**src/rtl/mem_rr_arbiter_if.sv**
```systemverilog
// mem_rr_arbiter_if: requester and memory bus bundle for mem_rr_arbiter
// master: requester/memory side, drives requests and memory responses
// slave: arbiter side, drives completion strobes and the memory request
// Per-port fields are packed with port p at [32p+31:32p] for addr/wdata and [4p+3:4p] for wstrb
interface mem_rr_arbiter_if #(
  parameter int NUM_PORTS = 3
);
  logic [NUM_PORTS-1:0]    req_valid;
  logic [NUM_PORTS-1:0]    req_ready;
  logic [NUM_PORTS*32-1:0] req_addr;
  logic [NUM_PORTS*32-1:0] req_wdata;
  logic [NUM_PORTS*4-1:0]  req_wstrb;
  logic [31:0]             req_rdata;
  logic                    mem_valid;
  logic                    mem_ready;
  logic [31:0]             mem_addr;
  logic [31:0]             mem_rdata;
  logic [31:0]             mem_wdata;
  logic [3:0]              mem_wstrb;
  modport master (
    output req_valid, req_addr, req_wdata, req_wstrb, mem_ready, mem_rdata,
    input  req_ready, req_rdata, mem_valid, mem_addr, mem_wdata, mem_wstrb
  );
  modport slave (
    input  req_valid, req_addr, req_wdata, req_wstrb, mem_ready, mem_rdata,
    output req_ready, req_rdata, mem_valid, mem_addr, mem_wdata, mem_wstrb
  );
endinterface

```
**src/rtl/mem_rr_arbiter.sv**
```systemverilog
// mem_rr_arbiter: round-robin N-port arbiter sharing one native memory bus
// Ports: clk, rst (sync, active-high), bus (mem_rr_arbiter_if.slave: requests in, memory out),
//   grant_id (registered index of current/last grant), busy (transaction in flight),
//   timeout (sticky watchdog fault).
// Define MEM_TIMEOUT_EN to enable the BUSY watchdog (TIMEOUT_CYCLES); otherwise timeout is tied 0.
module mem_rr_arbiter #(
  parameter int NUM_PORTS = 3,
  parameter int TIMEOUT_CYCLES = 1024,
  localparam int IDW = $clog2(NUM_PORTS)
) (
  input  logic             clk,
  input  logic             rst,
  mem_rr_arbiter_if.slave  bus,
  output logic [IDW-1:0]   grant_id,
  output logic             busy,
  output logic             timeout
);
  typedef enum logic {IDLE, BUSY} state_t;
  state_t state, state_n;
  logic [IDW-1:0] last, pick;
  logic fire, done;
  if (NUM_PORTS < 2 || NUM_PORTS > 8 || TIMEOUT_CYCLES < 1) begin : g_bad_cfg
    $error("mem_rr_arbiter: unsupported parameters");
  end
  assign busy = state == BUSY;
  assign done = busy && (bus.mem_ready || fire);
  always_comb begin
    pick = '0;
    for (int i = NUM_PORTS; i >= 1; i--)
      pick = bus.req_valid[(int'(last) + i) % NUM_PORTS] ? IDW'((int'(last) + i) % NUM_PORTS) : pick;
  end
  always_comb begin
    state_n = busy ? (done ? IDLE : BUSY) : (|bus.req_valid ? BUSY : IDLE);
  end
  always_ff @(posedge clk) begin
    if (rst) begin
      state <= IDLE;
      grant_id <= '0;
      last <= IDW'(NUM_PORTS - 1);
    end else begin
      state <= state_n;
      if (!busy && |bus.req_valid) grant_id <= pick;
      if (done) last <= grant_id;
    end
  end
  assign bus.mem_valid = busy;
  assign bus.mem_addr  = busy ? bus.req_addr[32*int'(grant_id) +: 32] : '0;
  assign bus.mem_wdata = busy ? bus.req_wdata[32*int'(grant_id) +: 32] : '0;
  assign bus.mem_wstrb = busy ? bus.req_wstrb[4*int'(grant_id) +: 4] : '0;
  assign bus.req_ready = (busy && bus.mem_ready) ? NUM_PORTS'(1) << grant_id : '0;
  assign bus.req_rdata = bus.mem_rdata;
`ifdef MEM_TIMEOUT_EN
  logic [31:0] wait_cnt;
  assign fire = busy && !bus.mem_ready && wait_cnt == 32'(TIMEOUT_CYCLES - 1);
  always_ff @(posedge clk) begin
    if (rst) begin
      wait_cnt <= '0;
      timeout <= 1'b0;
    end else begin
      wait_cnt <= (busy && !bus.mem_ready) ? wait_cnt + 32'd1 : '0;
      if (fire) timeout <= 1'b1;
    end
  end
`else
  assign fire = 1'b0;
  assign timeout = 1'b0;
`endif
endmodule

```
**src/flat_wrapper.sv**
```systemverilog
// flat-port wrapper written by rule: the top's interface ports become plain ports
module mem_rr_arbiter_flat 
#(
  parameter int NUM_PORTS = 3,
  parameter int TIMEOUT_CYCLES = 1024,
  localparam int IDW = $clog2(NUM_PORTS)
)
  (clk, rst, grant_id, busy, timeout, bus_req_valid, bus_req_addr, bus_req_wdata, bus_req_wstrb, bus_mem_ready, bus_mem_rdata, bus_req_ready, bus_req_rdata, bus_mem_valid, bus_mem_addr, bus_mem_wdata, bus_mem_wstrb);
  mem_rr_arbiter_if #(.NUM_PORTS(NUM_PORTS)) bus_i ();
  input  logic clk;
  input  logic rst;
  output logic [IDW-1:0] grant_id;
  output logic busy;
  output logic timeout;
  input wire logic [$bits(bus_i.req_valid)-1:0] bus_req_valid;
  input wire logic [$bits(bus_i.req_addr)-1:0] bus_req_addr;
  input wire logic [$bits(bus_i.req_wdata)-1:0] bus_req_wdata;
  input wire logic [$bits(bus_i.req_wstrb)-1:0] bus_req_wstrb;
  input wire logic [$bits(bus_i.mem_ready)-1:0] bus_mem_ready;
  input wire logic [$bits(bus_i.mem_rdata)-1:0] bus_mem_rdata;
  output wire logic [$bits(bus_i.req_ready)-1:0] bus_req_ready;
  output wire logic [$bits(bus_i.req_rdata)-1:0] bus_req_rdata;
  output wire logic [$bits(bus_i.mem_valid)-1:0] bus_mem_valid;
  output wire logic [$bits(bus_i.mem_addr)-1:0] bus_mem_addr;
  output wire logic [$bits(bus_i.mem_wdata)-1:0] bus_mem_wdata;
  output wire logic [$bits(bus_i.mem_wstrb)-1:0] bus_mem_wstrb;
  assign bus_i.req_valid = bus_req_valid;
  assign bus_i.req_addr = bus_req_addr;
  assign bus_i.req_wdata = bus_req_wdata;
  assign bus_i.req_wstrb = bus_req_wstrb;
  assign bus_i.mem_ready = bus_mem_ready;
  assign bus_i.mem_rdata = bus_mem_rdata;
  assign bus_req_ready = bus_i.req_ready;
  assign bus_req_rdata = bus_i.req_rdata;
  assign bus_mem_valid = bus_i.mem_valid;
  assign bus_mem_addr = bus_i.mem_addr;
  assign bus_mem_wdata = bus_i.mem_wdata;
  assign bus_mem_wstrb = bus_i.mem_wstrb;
  mem_rr_arbiter #(.NUM_PORTS(NUM_PORTS), .TIMEOUT_CYCLES(TIMEOUT_CYCLES)) u_core (.clk(clk), .rst(rst), .bus(bus_i), .grant_id(grant_id), .busy(busy), .timeout(timeout));
endmodule
```
**config.mk**
```make
export PLATFORM = sky130hd
export DESIGN_NAME = mem_rr_arbiter_flat
export DESIGN_NICKNAME = d
export VERILOG_FILES = /design/src/rtl/mem_rr_arbiter_if.sv /design/src/rtl/mem_rr_arbiter.sv /design/src/flat_wrapper.sv
export SDC_FILE = /design/constraint.sdc
export NUM_CORES = 1
export LEC_CHECK = 0
export ABC_AREA = 1
export ABC_CLOCK_PERIOD_IN_PS = 1480
export CAP_MARGIN = 10
export CORE_AREA = 2 2 134 136
export DETAILED_ROUTE_END_ITERATION = 6
export DIE_AREA = 0 0 136 138
export MAX_ROUTING_LAYER = met4
export SLEW_MARGIN = 20
export SYNTH_ARGS = -nofsm -noshare
export SYNTH_HDL_FRONTEND = slang
export SYNTH_SLANG_ARGS = --single-unit
```
**constraint.sdc**
```tcl
create_clock -name clk -period 1.48 [get_ports clk]
set_input_delay 0.148 -clock clk [delete_from_list [all_inputs] [get_ports clk]]
set_output_delay 0.148 -clock clk [all_outputs]
set_load 0.005 [all_outputs]
```
; Yosys cells after proc, flatten, opt, wreduce, memory -nomap -nowiden
; Index checks and enable logic that the tools add are counted.
[totals]
ff_bits = 5
latchBits = 0
mem_bits_rw = 0
mem_bits_ro = 0
out_inout_bits = 108
elab_cells = 39
n_memories = 0
[classes]
add_sub_neg = 3
multipliers = 0
n_div = 3
n_lt_le_gt_ge = 3
eq_ne = 0
shift = 4
n_mux = 19
bitwise = 0
reduce_logical = 4
[ops]
columns = op, count
row1 = $shiftx 96x8->32, 2
row2 = $lt 32x4->1 const B, 3
row3 = $mod 32x3->32 const B, 3
row4 = $mux 32, 2
row5 = $shiftx 12x5->4, 1
row6 = $mux 1, 9
row7 = $add 2x2->3 const B, 2
row8 = $bmux 1 s2, 3
row9 = $mux 2, 3
row10 = $mux 4, 1
row11 = $add 2x1->3 const B, 1
row12 = $mux 3, 1
row13 = $reduce_or 3->1, 1
row14 = $shl 1x2->3 const A, 1
row15 = $logic_and 1x1->1, 2
row16 = $logic_not 1->1, 1

; Logic depth before layout (Yosys ltp)
[depth]
word_depth = 8
mapped_depth = 9
ltp_nobuf = 9

; Worst setup path after synthesis
; No wires, ideal clock.
[synth_path]
path_kind = reg2out
start = reg u_core.state (netlist: u_core.bus.mem_valid)
end = out bus_mem_addr[21]
t_arrival_ns = 1.183
path_slack_ns = 0.149
stages_incl_launch_ff = 6
n_path_buf = 3
cell_sequence = dfxtp_1 clkbuf_1 buf_2 buf_1 nand2_1 inv_1
[synth_between]
elab_chain_cells = 1
[synth_lines]
columns = item, line
row1 = from (decl), mem_rr_arbiter.sv:19  ; state_t state, state_n;
row2 = from (signal assigned), mem_rr_arbiter.sv:41  ; state <= state_n;
row3 = $mux 32, mem_rr_arbiter.sv:47  ; assign bus.mem_addr = busy ? bus.req_addr[32*int'(grant_id) +: 32] : '0;
row4 = to (decl), flat_wrapper.sv:24  ; output wire logic [$bits(bus_i.mem_addr)-1:0] bus_mem_addr;
; Every way passes these cells.

; Worst setup path after layout
[layout_path]
start = reg u_core.grant_id[1]
end = out bus_mem_wdata[15]
[layout_between]
elab_chain_cells = 2
[layout_lines]
columns = item, line
row1 = from (decl), mem_rr_arbiter.sv:14  ; output logic [IDW-1:0] grant_id,
row2 = from (signal assigned), mem_rr_arbiter.sv:42  ; if (!busy && |bus.req_valid) grant_id <= pick;
row3 = $shiftx 96x8->32, mem_rr_arbiter.sv:48  ; assign bus.mem_wdata = busy ? bus.req_wdata[32*int'(grant_id) +: 32] : '0;
row4 = $mux 32, mem_rr_arbiter.sv:48
row5 = to (decl), flat_wrapper.sv:25  ; output wire logic [$bits(bus_i.mem_wdata)-1:0] bus_mem_wdata;
; Every way passes these cells.

==> out/qor.json <==
{
  "grt_setup_unrepaired": {"value": "true"},
  "maximum_clock_frequency": {"value": 0.560, "unit": "GHz"},
  "crit_arrival": {"value": 1.64, "unit": "ns"},
  "final_hold_viol_count": {"value": 0},
  "synth_mux_area_frac": {"value": 0},
  "crit-reg2reg-capture": {"value": "u_core.grant_id[1]"},
  "drt-initial-drc-count": {"value": 131},
  "met1_length": {"value": 7.13, "unit": "mm"},
  "skew": {"value": 0.000265, "unit": "ns"},
  "start_util": {"value": 0.144},
  "pre_cts_setup_slack": {"value": -0.349, "unit": "ns"},
  "numCtsBuffers": {"value": 3},
  "timing.critical_path.cells": {"value": "inv_6 -> nor2_4 -> buf_6 -> buf_8 -> buf_16 -> buf_8 -> buf_6 -> nand2_4 -> nand3_2 -> nand2_1 -> inv_1 -> buf_2"},
  "power.density": {"value": 528, "unit": "nW/µm²"},
  "proportion_of_power_drawn_by_combinational_gates": {"value": 0.827},
  "post_route_cells_drive_above_1_share": {"value": 0.299},
  "layout.nets": {"value": 1085},
  "detail_route.wl_per_cell": {"value": 16.6, "unit": "µm"},
  "drc_errors_left": {"value": 0},
  "startpoint_type": {"value": "flop"},
  "power.clock.fraction": {"value": 0.125},
  "internal-power": {"value": 2.17, "unit": "mW"},
  "finish.cell_count_without_fillers": {"value": 1068},
  "yosys_register_bits": {"value": 5},
  "dr.max_layer_used": {"value": "met4"},
  "leakage_power": {"value": 3.68, "unit": "nW"},
  "hpwl": {"value": 10.1, "unit": "mm"},
  "worst_setup_hold_path_clk_slew": {"value": 0.03, "unit": "ns"},
  "register_area_share_after_synthesis": {"value": 0.0397},
  "setup.worst_path.start": {"value": "u_core.grant_id[1]"},
  "worst_setup_path_endpoint": {"value": "bus_mem_wdata[15]"},
  "min_period": {"value": 1.79, "unit": "ns"},
  "synthSimpleGateAreaFrac": {"value": 0.624},
  "tritoncts": {"value": "done"},
  "path_delay_family": {"value": "buffers and inverters"},
  "max_cap_violations": {"value": 0},
  "crit_cells": {"value": 12},
  "die_boundary_height": {"value": 138, "unit": "µm"},
  "failed_checks": {"value": "setup timing"},
  "n_antenna_cell": {"value": 0},
  "number_of_iterations_in_the_first_detailed_routing_pass": {"value": 4},
  "final.period_utilization": {"value": 1.21},
  "worstSetupPathType": {"value": "flop to primary output"},
  "route.detailed.vias_per_inst": {"value": 4.24},
  "synthDistinctLibCells": {"value": 20},
  "clock_latency": {"value": 0.22, "unit": "ns"},
  "floorplan.rows": {"value": 49},
  "timing_max_transition_violations_final": {"value": 0},
  "cts-root-to-sink-buffers": {"value": 2},
  "cp.required": {"value": 1.33, "unit": "ns"},
  "timing.hold.worst.class": {"value": "input port to primary output"},
  "syn-num-nets": {"value": 789},
  "worst-path-buf-inv": {"value": 8},
  "clock_tree.root_cell": {"value": "sky130_fd_sc_hd__clkbuf_16"},
  "status": {"value": "complete, but fails checks"},
  "post_cts_hold_fix_bufs": {"value": 0},
  "die_w": {"value": 136, "unit": "µm"},
  "drt-total-wl": {"value": 17.7, "unit": "mm"},
  "first_global_vias": {"value": 4386},
  "synth_fa_ha_area_frac": {"value": 0.0149},
  "worstSetupEndpointType": {"value": "primary output"},
  "reg2regPathDepth": {"value": 6},
  "i_o_pins": {"value": 350},
  "dominant_combinational_cell_family_by_area_after_synthesis": {"value": "simple AND/OR/NAND/NOR gates"},
  "crit_slowest_cell": {"value": "sky130_fd_sc_hd__dfxtp_4"},
  "met3_wirelength": {"value": 1.33, "unit": "mm"},
  "globalRouteTotalUtil": {"value": 0.154},
  "postLayoutSetupSlackWorst": {"value": -0.305, "unit": "ns"},
  "syn-instance-count": {"value": 544},
  "core_area": {"value": 17500, "unit": "µm²"},
  "p_switching": {"value": 1.38, "unit": "mW"},
  "worstReg2RegStart": {"value": "u_core.last[0]"},
  "final_weighted_congestion_in_routability_driven_placement": {"value": 0.834},
  "power.share.switching": {"value": 0.389},
  "floorplan.die_area": {"value": 18800, "unit": "µm²"},
  "synthToLayoutAreaGrowth": {"value": 166, "unit": "%"},
  "synth.yosys.warnings": {"value": 0},
  "met2_length": {"value": 8.93, "unit": "mm"},
  "detailroute.via_count": {"value": 4530},
  "place.port_buffers": {"value": 284},
  "antenna_found_initial": {"value": 0},
  "slowest_delay": {"value": 0.37, "unit": "ns"},
  "postSynthAreaPerCell": {"value": 4.63, "unit": "µm²"},
  "globalRouteOverflowTotal": {"value": 0},
  "power.ir.vdd_worst": {"value": 0.000376, "unit": "V"},
  "setup_viol": {"value": 68},
  "wire_length_of_the_first_global_routing_pass": {"value": 22.5, "unit": "mm"},
  "antenna_violating_nets_post_route": {"value": 0},
  "placed_cells": {"value": 1003},
  "synth_compound_gate_area_share": {"value": 0.0253},
  "synth_xor_area_frac": {"value": 0},
  "power_frac_seq": {"value": 0.048},
  "htree_levels": {"value": 1},
  "regToRegSetupSlack": {"value": 0.10, "unit": "ns"},
  "maximum_number_of_pins_on_one_net_before_global_route_repair": {"value": 42},
  "cp_max_fo": {"value": 4},
  "syn_area": {"value": 2520, "unit": "µm²"},
  "numClockSinks": {"value": 5}
}
## power by group through the flow
| stage | clock network (mW) | logic (mW) | registers, mW |
|---|---|---|---|
| 2_1_floorplan | 0 | 0.930 | 0.160 |
| 4_1_cts | 0.450 | 2.40 | 0.169 |
| 3_5_place_dp | 0 | 2.12 | 0.169 |
| 3_3_place_gp | 0 | 2.12 | 0.168 |
| 6_report | 0.443 | 2.93 | 0.169 |
| 5_1_grt | 0.461 | 3.16 | 0.171 |
## final cells by class
class / count / area (µm²)
inverters: 82 / 313
multi-input cells: 386 / 2100
flip-flops and latches: 5 / 111
well taps: 229 / 287
repair buffers: 362 / 3820
clock buffers: 4 / 78.8
fillers: 1876 / 10800
## synthesized netlist by cell type (all sizes together)
| cell type | n | area share |
|---|---|---|
| nor2 | 7 | 0.012 |
| nor3 | 1 | 0.0020 |
| a31oi | 1 | 0.0025 |
| dfxtp | 5 | 0.040 |
| o211ai | 1 | 0.0030 |
| a21oi | 6 | 0.012 |
| o21ai | 4 | 0.0079 |
| conb | 1 | 0.0015 |
| buf | 55 | 0.15 |
| or2 | 1 | 0.0025 |
| nand3 | 140 | 0.28 |
| inv | 82 | 0.12 |
| ha | 3 | 0.015 |
| clkbuf | 16 | 0.024 |
| nand2 | 221 | 0.33 |
## metal layers
metal	track usage	up-vias
li1	-	2241
met1	0.172	2035
met3	0.0293	31
met2	0.287	223
met5	-	-
met4	0.0203	0
## worst reg2reg max path: cells and delay by family (launching register included)
kind | cells | cell delay, ns
and+or+nand+nor | 2 | 0.35
AOI/OAI and AO/OA | 2 | 0.31
DFF | 1 | 0.30
adders and majority gates | 1 | 0.20
buffers and inverters | 1 | 0.14
## kinds of logic (layout without fill, tap and decap cells)
kind of cell	Yosys count	in the layout
buffers and inverters	153	448
adders and majority gates	3	3
DFF	5	5
and+or+nand+nor	370	370
other	1	1
AOI/OAI and AO/OA	12	12
## state kept, by name, summed over array words and instances (netlist names)
signal                cells
u_core.grant_id           2
u_core.bus.mem_valid      1
u_core.last               2
## worst min path at each step
stage	startpoint	to	slack (ns)	depth (start not counted)
global placement	bus_mem_rdata[0]	bus_req_rdata[0]	0.30	0
CTS	bus_mem_rdata[0]	bus_req_rdata[0]	0.30	0
global route	bus_mem_rdata[28]	bus_req_rdata[28]	0.30	0
finish	bus_mem_rdata[14]	bus_req_rdata[14]	0.30	0
detailed placement	bus_mem_rdata[0]	bus_req_rdata[0]	0.30	0
floorplan	rst	u_core.last[1]	0.30	2
## layout by cell type (no fill, tap or decap), types with 9 or more instances in the layout
master	count
sky130_fd_sc_hd__buf_6	24
sky130_fd_sc_hd__nand3_2	37
sky130_fd_sc_hd__clkbuf_16	11
sky130_fd_sc_hd__buf_2	52
sky130_fd_sc_hd__buf_4	15
sky130_fd_sc_hd__clkdlybuf4s50_1	212
sky130_fd_sc_hd__nand2_4	15
sky130_fd_sc_hd__nand2_2	40
sky130_fd_sc_hd__buf_12	15
sky130_fd_sc_hd__nand3_1	102
sky130_fd_sc_hd__buf_16	9
sky130_fd_sc_hd__nand2_1	166
sky130_fd_sc_hd__inv_1	79
## per-stage QoR
step	util	TNS (ns)	instance area [µm²]	hold slack [ns]	power [mW]
finish	0.383	-14.21	6710	0.296	3.54
global route	0.383	-19.46	6710	0.296	3.79
CTS	0.343	-18.45	6010	0.296	3.02
detailed placement	0.313	-20.42	5480	0.296	2.29
global placement	0.313	-18.42	5480	0.296	2.29
floorplan	-	0	2520	0.299	1.09
## repair_timing
item | in CTS | in global routing
pin swaps | 1 | 24
setup buffers | 19 | 25
resized for setup | 214 | 207
gates cloned | 9 | 13
endpoints found under the setup margin | 74 | 74
Power figures use the tool's default switching activity.
